## config.mk

```make
export PLATFORM = sky130hd
export DESIGN_NAME = shift_exec_stage
export DESIGN_NICKNAME = d
export VERILOG_FILES = /design/src/rtl/shift_pkg.sv /design/src/rtl/barrel_shifter32.sv /design/src/rtl/shift_exec_stage.sv
export SDC_FILE = /design/constraint.sdc
export NUM_CORES = 1
export LEC_CHECK = 0
export CAP_MARGIN = 20
export CORE_ASPECT_RATIO = 1.5
export CORE_MARGIN = 2
export CORE_UTILIZATION = 33
export CTS_BUF_LIST = sky130_fd_sc_hd__clkbuf_2 sky130_fd_sc_hd__clkbuf_4 sky130_fd_sc_hd__clkbuf_8
export CTS_CLUSTER_SIZE = 40
export DETAILED_ROUTE_END_ITERATION = 7
export GPL_TIMING_DRIVEN = 0
export SETUP_SLACK_MARGIN = 0.4
export SYNTH_ARGS = -nofsm -noshare
export SYNTH_HDL_FRONTEND = slang
export SYNTH_SLANG_ARGS = --single-unit
```

## constraint.sdc

```tcl
create_clock -name clk -period 2.7 [get_ports clk]
set_input_delay 0.54 -clock clk [delete_from_list [all_inputs] [get_ports clk]]
set_output_delay 0.54 -clock clk [all_outputs]
set_load 0.03 [all_outputs]
```

## src/rtl/shift_pkg.sv

```systemverilog
// Shared encodings, widths and issue payload for the shift execution stage.
package shift_pkg;

  localparam int unsigned DATA_W = 32;
  localparam int unsigned AMT_W  = 5;
  localparam int unsigned TYPE_W = 2;

  localparam logic [TYPE_W-1:0] SHIFT_LSL = 2'b00;
  localparam logic [TYPE_W-1:0] SHIFT_LSR = 2'b01;
  localparam logic [TYPE_W-1:0] SHIFT_ASR = 2'b10;
  localparam logic [TYPE_W-1:0] SHIFT_ROR = 2'b11;

  typedef struct packed {
    logic [DATA_W-1:0] data;
    logic [AMT_W-1:0]  amt;
    logic [TYPE_W-1:0] kind;
  } shift_op_t;

endpackage

```

## src/rtl/barrel_shifter32.sv

```systemverilog
// Combinational 32-bit barrel shifter: LSL/LSR zero fill, ASR sign fill, ROR modulo 32.
module barrel_shifter32
  import shift_pkg::*;
(
  input  logic [DATA_W-1:0] data_i,
  input  logic [AMT_W-1:0]  amt_i,
  input  logic [TYPE_W-1:0] type_i,
  output logic [DATA_W-1:0] result_c
);

  always_comb begin
    result_c = data_i;
    case (type_i)
      SHIFT_LSL: result_c = data_i << amt_i;
      SHIFT_LSR: result_c = data_i >> amt_i;
      SHIFT_ASR: result_c = DATA_W'($signed(data_i) >>> amt_i);
      // Rotate by shifting a doubled copy; amt 0 returns the operand unchanged.
      SHIFT_ROR: result_c = DATA_W'({data_i, data_i} >> amt_i);
      default:   result_c = data_i;
    endcase
  end

endmodule

```

## src/rtl/shift_exec_stage.sv

```systemverilog
// Two-stage shift execution pipeline (S1 operands, S2 result) with valid/ready handshakes.
// Optional retired-operation counter enabled by defining SHIFT_EXEC_PERF_CNT_EN.
module shift_exec_stage
  import shift_pkg::*;
#(
  parameter int unsigned RD_W = 5
) (
  input  logic              clk,
  input  logic              rst_n,
  input  logic              flush,
  input  logic              in_valid,
  output logic              in_ready,
  input  logic [31:0]       in_data,
  input  logic [4:0]        in_amt,
  input  logic [1:0]        in_type,
  input  logic [RD_W-1:0]   in_rd,
  output logic              out_valid,
  input  logic              out_ready,
  output logic [31:0]       out_data,
  output logic [RD_W-1:0]   out_rd,
  output logic              out_we,
  output logic [31:0]       perf_cnt
);

  logic              s1_valid_q, s1_valid_d;
  shift_op_t         s1_op_q, s1_op_d;
  logic [RD_W-1:0]   s1_rd_q, s1_rd_d;
  logic              s2_valid_q, s2_valid_d;
  logic [DATA_W-1:0] s2_data_q, s2_data_d;
  logic [RD_W-1:0]   s2_rd_q, s2_rd_d;
  logic              s2_we_q, s2_we_d;
  logic [DATA_W-1:0] shift_res_c;
  logic              accept_c, advance_c, retire_c;

  barrel_shifter32 u_shifter (
    .data_i   (s1_op_q.data),
    .amt_i    (s1_op_q.amt),
    .type_i   (s1_op_q.kind),
    .result_c (shift_res_c)
  );

  assign in_ready  = !flush && (!s1_valid_q || !s2_valid_q || out_ready);
  assign accept_c  = in_valid && in_ready;
  assign advance_c = !flush && s1_valid_q && (!s2_valid_q || out_ready);
  assign retire_c  = !flush && s2_valid_q && out_ready;

  // Next-state for both stages; flush overrides any issue, advance or retire.
  always_comb begin
    s1_valid_d = s1_valid_q;
    s1_op_d    = s1_op_q;
    s1_rd_d    = s1_rd_q;
    s2_valid_d = s2_valid_q;
    s2_data_d  = s2_data_q;
    s2_rd_d    = s2_rd_q;
    s2_we_d    = s2_we_q;

    if (advance_c) begin
      s2_valid_d = 1'b1;
      s2_data_d  = shift_res_c;
      s2_rd_d    = s1_rd_q;
      s2_we_d    = (s1_rd_q != '0);
    end else if (retire_c) begin
      s2_valid_d = 1'b0;
    end

    if (accept_c) begin
      s1_valid_d   = 1'b1;
      s1_op_d.data = in_data;
      s1_op_d.amt  = in_amt;
      s1_op_d.kind = in_type;
      s1_rd_d      = in_rd;
    end else if (advance_c) begin
      s1_valid_d = 1'b0;
    end

    if (flush) begin
      s1_valid_d = 1'b0;
      s2_valid_d = 1'b0;
    end
  end

  always_ff @(posedge clk or negedge rst_n) begin
    if (!rst_n) begin
      s1_valid_q <= 1'b0;
      s1_op_q    <= '0;
      s1_rd_q    <= '0;
      s2_valid_q <= 1'b0;
      s2_data_q  <= '0;
      s2_rd_q    <= '0;
      s2_we_q    <= 1'b0;
    end else begin
      s1_valid_q <= s1_valid_d;
      s1_op_q    <= s1_op_d;
      s1_rd_q    <= s1_rd_d;
      s2_valid_q <= s2_valid_d;
      s2_data_q  <= s2_data_d;
      s2_rd_q    <= s2_rd_d;
      s2_we_q    <= s2_we_d;
    end
  end

  assign out_valid = s2_valid_q;
  assign out_data  = s2_data_q;
  assign out_rd    = s2_rd_q;
  assign out_we    = s2_we_q;

`ifdef SHIFT_EXEC_PERF_CNT_EN
  logic [31:0] perf_cnt_q, perf_cnt_d;

  // Counts retires outside flush cycles; wraps naturally at 2^32.
  always_comb begin
    perf_cnt_d = perf_cnt_q;
    if (retire_c) perf_cnt_d = perf_cnt_q + 32'd1;
  end

  always_ff @(posedge clk or negedge rst_n) begin
    if (!rst_n) perf_cnt_q <= '0;
    else        perf_cnt_q <= perf_cnt_d;
  end

  assign perf_cnt = perf_cnt_q;
`else
  assign perf_cnt = '0;
`endif

endmodule
```

==> results of run 1 <==
-- power groups by stage --
stage                     combinational (mW)  sequential (mW)  clock (mW)
final                                   7.37             1.78       0.970
after CTS                               6.25             1.77       0.978
after global placement                  5.35             1.78           0
after global routing                    7.46             1.81        1.02
after floorplan                         2.80             2.07           0
after detailed placement                5.27             1.79           0
-- cells in the mapped netlist, types with 9 or more instances --
library cell and instances:
a31oi_1 19, nor3_1 14, mux2_2 90, o211ai_1 9, a221oi_1 13, mux4_2 35, nor2_1 85, a211oi_1 21
nor2b_1 15, nand3_1 24, o21ai_0 46, buf_2 26, nand2b_1 18, clkbuf_1 63, nand2_1 97, mux2i_1 82
o22ai_1 39, a22oi_1 14, dfrtp_1 84, or2_2 9, a22o_1 10, buf_4 41, a21oi_1 46
-- final timing paths --
| kind | startpoint | to | slack (ns) | cells past startpoint |
|---|---|---|---|---|
| hold / removal | rst_n | s1_rd_q[1]$_DFFE_PN0P_ | 0.06 | 1 |
| setup reg to reg | s1_op_q[3]$_DFFE_PN0P_ | out_data[3]$_DFFE_PN0P_ | -0.05 | 11 |
| setup / recovery | s1_op_q[3]$_DFFE_PN0P_ | out_data[3]$_DFFE_PN0P_ | -0.05 | 11 |
| min in group clk | out_data[6]$_DFFE_PN0P_ | out_data[6]$_DFFE_PN0P_ | 0.49 | 2 |
| hold reg to reg | out_data[6]$_DFFE_PN0P_ | out_data[6]$_DFFE_PN0P_ | 0.49 | 2 |
| max in group asynchronous | rst_n | s1_op_q[14]$_DFFE_PN0P_ | 2.01 | 2 |
-- sequential cells by signal, summed over array words and instances, names as in the netlist --
| name | count |
|---|---|
| s1_rd_q | 5 |
| out_we | 1 |
| s1_op_q | 39 |
| out_valid | 1 |
| out_rd | 5 |
| out_data | 32 |
| s1_valid_q | 1 |
-- worst max-delay path: cells and delay by family (launching register included) --
| kind | cells | cell delay, ns |
|---|---|---|
| AOI/OAI and AO/OA | 4 | 1.02 |
| muxes | 2 | 0.44 |
| DFF | 1 | 0.37 |
| buffers and inverters | 5 | 0.77 |
-- cell type report --
class	count	area share, %
buffer	145	8.91
clock buffer	9	0.925
clock inverter	7	0.495
inverter	11	0.365
multi-input combinational	827	57.1
sequential	84	15.7
tap	342	3.20
timing repair buffer	172	13.3
-- cells by family after synthesis --
kind of cell,share of synthesized area (%)
compound gates,22.4
simple gates,15.0
flops,23.3
other cells,0.0416
buf+inv,9.20
mux,30.0
-- stage by stage --
| stage | hold WS, ns | cell area [um2] | setup TNS, ns |
|---|---|---|---|
| 5_1_grt | 0.0958 | 13400 | -0.0111 |
| 6_report | 0.0573 | 13400 | -0.0494 |
| 3_5_place_dp | 0.468 | 10500 | -32.32 |
| 4_1_cts | 0.0849 | 12100 | 0 |
| 3_3_place_gp | 0.467 | 10400 | -200.07 |
| 2_1_floorplan | 0.244 | 9120 | 0 |
-- timing repair --
| action | 4_1_cts | 5_1_grt |
|---|---|---|
| pin swaps | 24 | 60 |
| setup endpoints to repair | 80 | 69 |
| gates cloned | 1 | 8 |
| gates resized for setup | 314 | 164 |
| buffers inserted | 26 | 48 |
| endpoints found under the hold margin | 0 | 0 |
-- routing by layer --
layer	vias up	routed length [um]	share of wire (%)	GRT usage (%)
met5	-	0	0	0
li1	4313	-	-	-
met2	875	25400	44	61.5
met3	368	5740	10	11.3
met4	0	7150	13	34.4
met1	5279	18900	33	41.7
==> flow_summary.json, run 1 <==
{
  "outcome": "complete, but fails checks",
  "violations": "setup timing",
  "timing.final.ws_setup_ns": -0.0494,
  "wl_per_cell_um": 35.8,
  "cp.arrival_ns": 3.09,
  "dp_cells": 1498,
  "synthArstFlopShare_pct": 100,
  "cap_viol_max_count": 0,
  "fp.dieArea_mm2": 0.0287,
  "rows": 74,
  "die_y_um": 206,
  "diodes": 0,
  "synth_top_area_share_pct": 23.3,
  "layout_common_cells": "buf_4, nand2_1, clkdlybuf4s50_1, dfrtp_1, mux2_2",
  "htreeDepth": 3,
  "seq_area_frac_synth_pct": 23.3,
  "path_cells": "buf_8, buf_12, buf_12, buf_12, buf_4, mux2i_4, mux2i_1, a2111oi_2, a31oi_2, o211ai_1, o21ai_1",
  "period_needed_ns": 2.75,
  "cts.sinks": 84,
  "multi_input_area_mm2": 0.00764,
  "worst_path_most_repeated_cell": "buf_12",
  "drtAntennaViolNets": 0,
  "timing.fmax_ghz": 0.364,
  "crit_fanout": 8,
  "tightest_slew_ns": 0.931,
  "clockBufferDepth": 2,
  "drc": 0,
  "yosys_warnings": 0,
  "holdCritPathClass": "input pin to async pin",
  "seqPwrFrac_pct": 17.6,
  "drive_gt1_share_pct": 45.2,
  "track_usage_pct": 38.6,
  "path_clk_slew_ns": 0.11,
  "root_buffer": "clkbuf_8",
  "worstSkewPairLatency_ns": 0.46,
  "grt_setup_unrepaired": "yes",
  "fp.dieW_um": 139,
  "worstSetupPathType": "flop to flop",
  "nets": 1299,
  "dr.pass1.iters": 8,
  "dp_hpwl_um": 42200,
  "core_area_mm2": 0.0270,
  "required_ns": 3.04,
  "yosysTopAreaCell": "dfrtp_1",
  "slowest_delay_ns": 0.44,
  "ctsHoldBuffers": 0,
  "slowest_stage": "a2111oi_2",
  "p_per_area_mw_per_mm2": 756,
  "ys_top_cells_by_area": "dfrtp_1, mux2_2, mux2i_1",
  "viasPerCell": 6.78,
  "synth.distinct_cells": 73,
  "area.growth.synth_to_final_pct": 48.6,
  "cts_buffers": 9,
  "synth_seq_cells": 84,
  "final_cells": 1597,
  "mostFrequentLayoutCell": "buf_4",
  "vdd_drop_max_v": 0.000347,
  "port_buffers": 88,
  "finalCritPeriodShare_pct": 102,
  "critPathLaunchType": "flop",
  "power_mw": 10.1,
  "skew_ns": 0.0150,
  "p_leak_nw": 5.15,
  "hold_violations": 0,
  "synth_area_per_cell_um2": 8.69,
  "grt-ovfl-total": 0,
  "dpl_worst_slack_ns": -0.861,
  "maxSlewHeadroom_pct": 37.7,
  "antenna_found_initial": 0,
  "gp_congestion": 1.12,
  "grt_pass1_vias": 10200,
  "synth-edff-count": 0,
  "final-setup-viol-count": 1,
  "netlist_area_mm2": 0.00901,
  "regArea_mm2": 0.00210,
  "synth_cells": 1036,
  "fillers": 2593,
  "worst_setup_path_end_kind": "flop",
  "final_max_slew_viol_count": 0,
  "routed_wl_um": 57100,
  "io_pins": 121,
  "dominantRegCellSynth": "dfrtp_1",
  "floorplan.initialDensity_pct": 33.3,
  "intPower_mw": 4.82,
  "drtIter0Drc": 1267,
  "swShare_pct": 52.3,
  "combPwrFrac_pct": 72.8,
  "grt_pass1_wl_um": 78700,
  "grt_max_degree": 45,
  "final_core_util_pct": 49.5,
  "cts_tree": "done",
  "p_sw_mw": 5.29,
  "vias": 10800,
  "clkPwrFrac_pct": 9.6
}
No activity file was read; power rests on OpenSTA's default activity.
==> inputs of run 2 (changes only) <==
- DONT_BUFFER_PORTS: unset -> 1
==> flow_summary.json, run 2 (synthesis results as in run 1) <==
{
  "outcome": "complete, but fails checks",
  "violations": "hold timing, setup timing",
  "cts_tree": "done",
  "die_y_um": 206,
  "dr.pass1.iters": 5,
  "tightest_slew_ns": 0.877,
  "final-setup-viol-count": 3,
  "grt_pass1_vias": 10300,
  "cts.sinks": 84,
  "grt-ovfl-total": 0,
  "root_buffer": "clkbuf_8",
  "layout_common_cells": "nand2_1, dfrtp_1, mux2_2, buf_4, nor2_1",
  "grt_pass1_wl_um": 82800,
  "gp_congestion": 1.05,
  "cts_buffers": 9,
  "drtIter0Drc": 1082,
  "cp.arrival_ns": 3.12,
  "holdCritPathClass": "input pin to async pin",
  "maxSlewHeadroom_pct": 41.3,
  "skew_ns": 0.0216,
  "nets": 1201,
  "drc": 0,
  "slowest_delay_ns": 0.51,
  "drive_gt1_share_pct": 48.9,
  "required_ns": 3.05,
  "slowest_stage": "or4_1",
  "hold_violations": 84,
  "worstSetupPathType": "flop to flop",
  "regArea_mm2": 0.00210,
  "reg2reg_slack_ns": -0.07,
  "p_leak_nw": 4.76,
  "vias": 10400,
  "path_clk_slew_ns": 0.12,
  "finalCritPeriodShare_pct": 103,
  "vdd_drop_max_v": 0.000398,
  "worstSkewPairLatency_ns": 0.46,
  "cap_viol_max_count": 0,
  "area.growth.synth_to_final_pct": 40.3,
  "critPathLaunchType": "flop",
  "clockBufferDepth": 2,
  "grt_max_degree": 85,
  "drtAntennaViolNets": 0,
  "core_area_mm2": 0.0270,
  "fp.dieW_um": 139,
  "multi_input_area_mm2": 0.00787,
  "crit_fanout": 10,
  "wl_per_cell_um": 40.3,
  "timing.fmax_ghz": 0.361,
  "grt_setup_unrepaired": "yes",
  "timing.final.ws_setup_ns": -0.0725,
  "io_pins": 121,
  "final_max_slew_viol_count": 0,
  "track_usage_pct": 41.5,
  "dp_hpwl_um": 45800,
  "largest_register_ffs": 39,
  "fillers": 2620,
  "period_needed_ns": 2.77,
  "antenna_found_initial": 1,
  "htreeDepth": 3,
  "worst_setup_path_end_kind": "flop",
  "p_per_area_mw_per_mm2": 784,
  "floorplan.initialDensity_pct": 33.3,
  "routed_wl_um": 60400,
  "fin_worst_hold_slack_ns": -0.244,
  "port_buffers": 0,
  "rows": 74,
  "top_register": "s1_op_q",
  "viasPerCell": 6.93,
  "final_core_util_pct": 46.8,
  "mostFrequentLayoutCell": "nand2_1",
  "fp.dieArea_mm2": 0.0287,
  "path_cells": "clkbuf_1, mux2_4, o211ai_1, o2111ai_4, or4_1, o32a_1"
}
run 2: timing repair:
action,in CTS,in global routing
hold endpoints to repair,84,84
gates resized for setup,472,80
setup buffers,60,9
gates cloned,2,0
pin swaps,82,63
setup endpoints to repair,83,33
run 2: final timing paths:
path | end | cells after the start | start
hold / removal | out_data[28]$_DFFE_PN0P_ | 0 | rst_n
max in group asynchronous | s1_op_q[9]$_DFFE_PN0P_ | 0 | rst_n
hold reg to reg | out_rd[3]$_DFFE_PN0P_ | 2 | s1_rd_q[3]$_DFFE_PN0P_
setup reg to reg | out_data[23]$_DFFE_PN0P_ | 6 | s1_op_q[20]$_DFFE_PN0P_
setup / recovery | out_data[23]$_DFFE_PN0P_ | 6 | s1_op_q[20]$_DFFE_PN0P_
min in group clk | out_valid$_DFFE_PN0P_ | 1 | flush
run 2: power breakdown:
part	internal, mW	switching (mW)	leakage [nW]
Combinational	2.60	4.13	3.67
Clock	0.355	0.637	0.0907
Sequential	1.53	0.660	0.996
run 2: cell type report:
class,instances,area share (%)
repair buffers,74,6.23
plain buffers,145,9.64
diodes,1,0.0198
clock buffers,9,0.980
flip-flops and latches,84,16.6
clock inverters,7,0.505
multi-input cells,827,62.2
well taps,342,3.39
inverters,11,0.356
run 2: worst max-delay path, delay by kind of cell (launching register included):
family          cells  cell delay [ns]
mux                 1             0.39
flops               1             0.45
compound gates      3             0.99
simple gates        1             0.51
buf+inv             1             0.32
run 2: layer usage:
metal / GRT usage (%) / wire length [um] / vias to the layer above
met5: 0 / 19 / -
met4: 37.2 / 6870 / 2
met1: 44.5 / 20700 / 5164
li1: - / - / 4098
met3: 10.2 / 5100 / 351
met2: 67.6 / 27700 / 782
run 2: stage by stage:
stage / setup TNS (ns) / total power, mW / worst slack (ns) / instances / instance area, um2
6_report: -0.189 / 9.91 / -0.0725 / 1500 / 12600
3_3_place_gp: -33.83 / 6.86 / -1.49 / 1409 / 9550
3_5_place_dp: -30.71 / 6.79 / -1.04 / 1412 / 9570
4_1_cts: -0.119 / 9.35 / -0.0923 / 1490 / 12200
2_1_floorplan: 0 / 4.87 / 0.453 / 1067 / 9120
5_1_grt: -0.149 / 10.1 / -0.0663 / 1499 / 12600
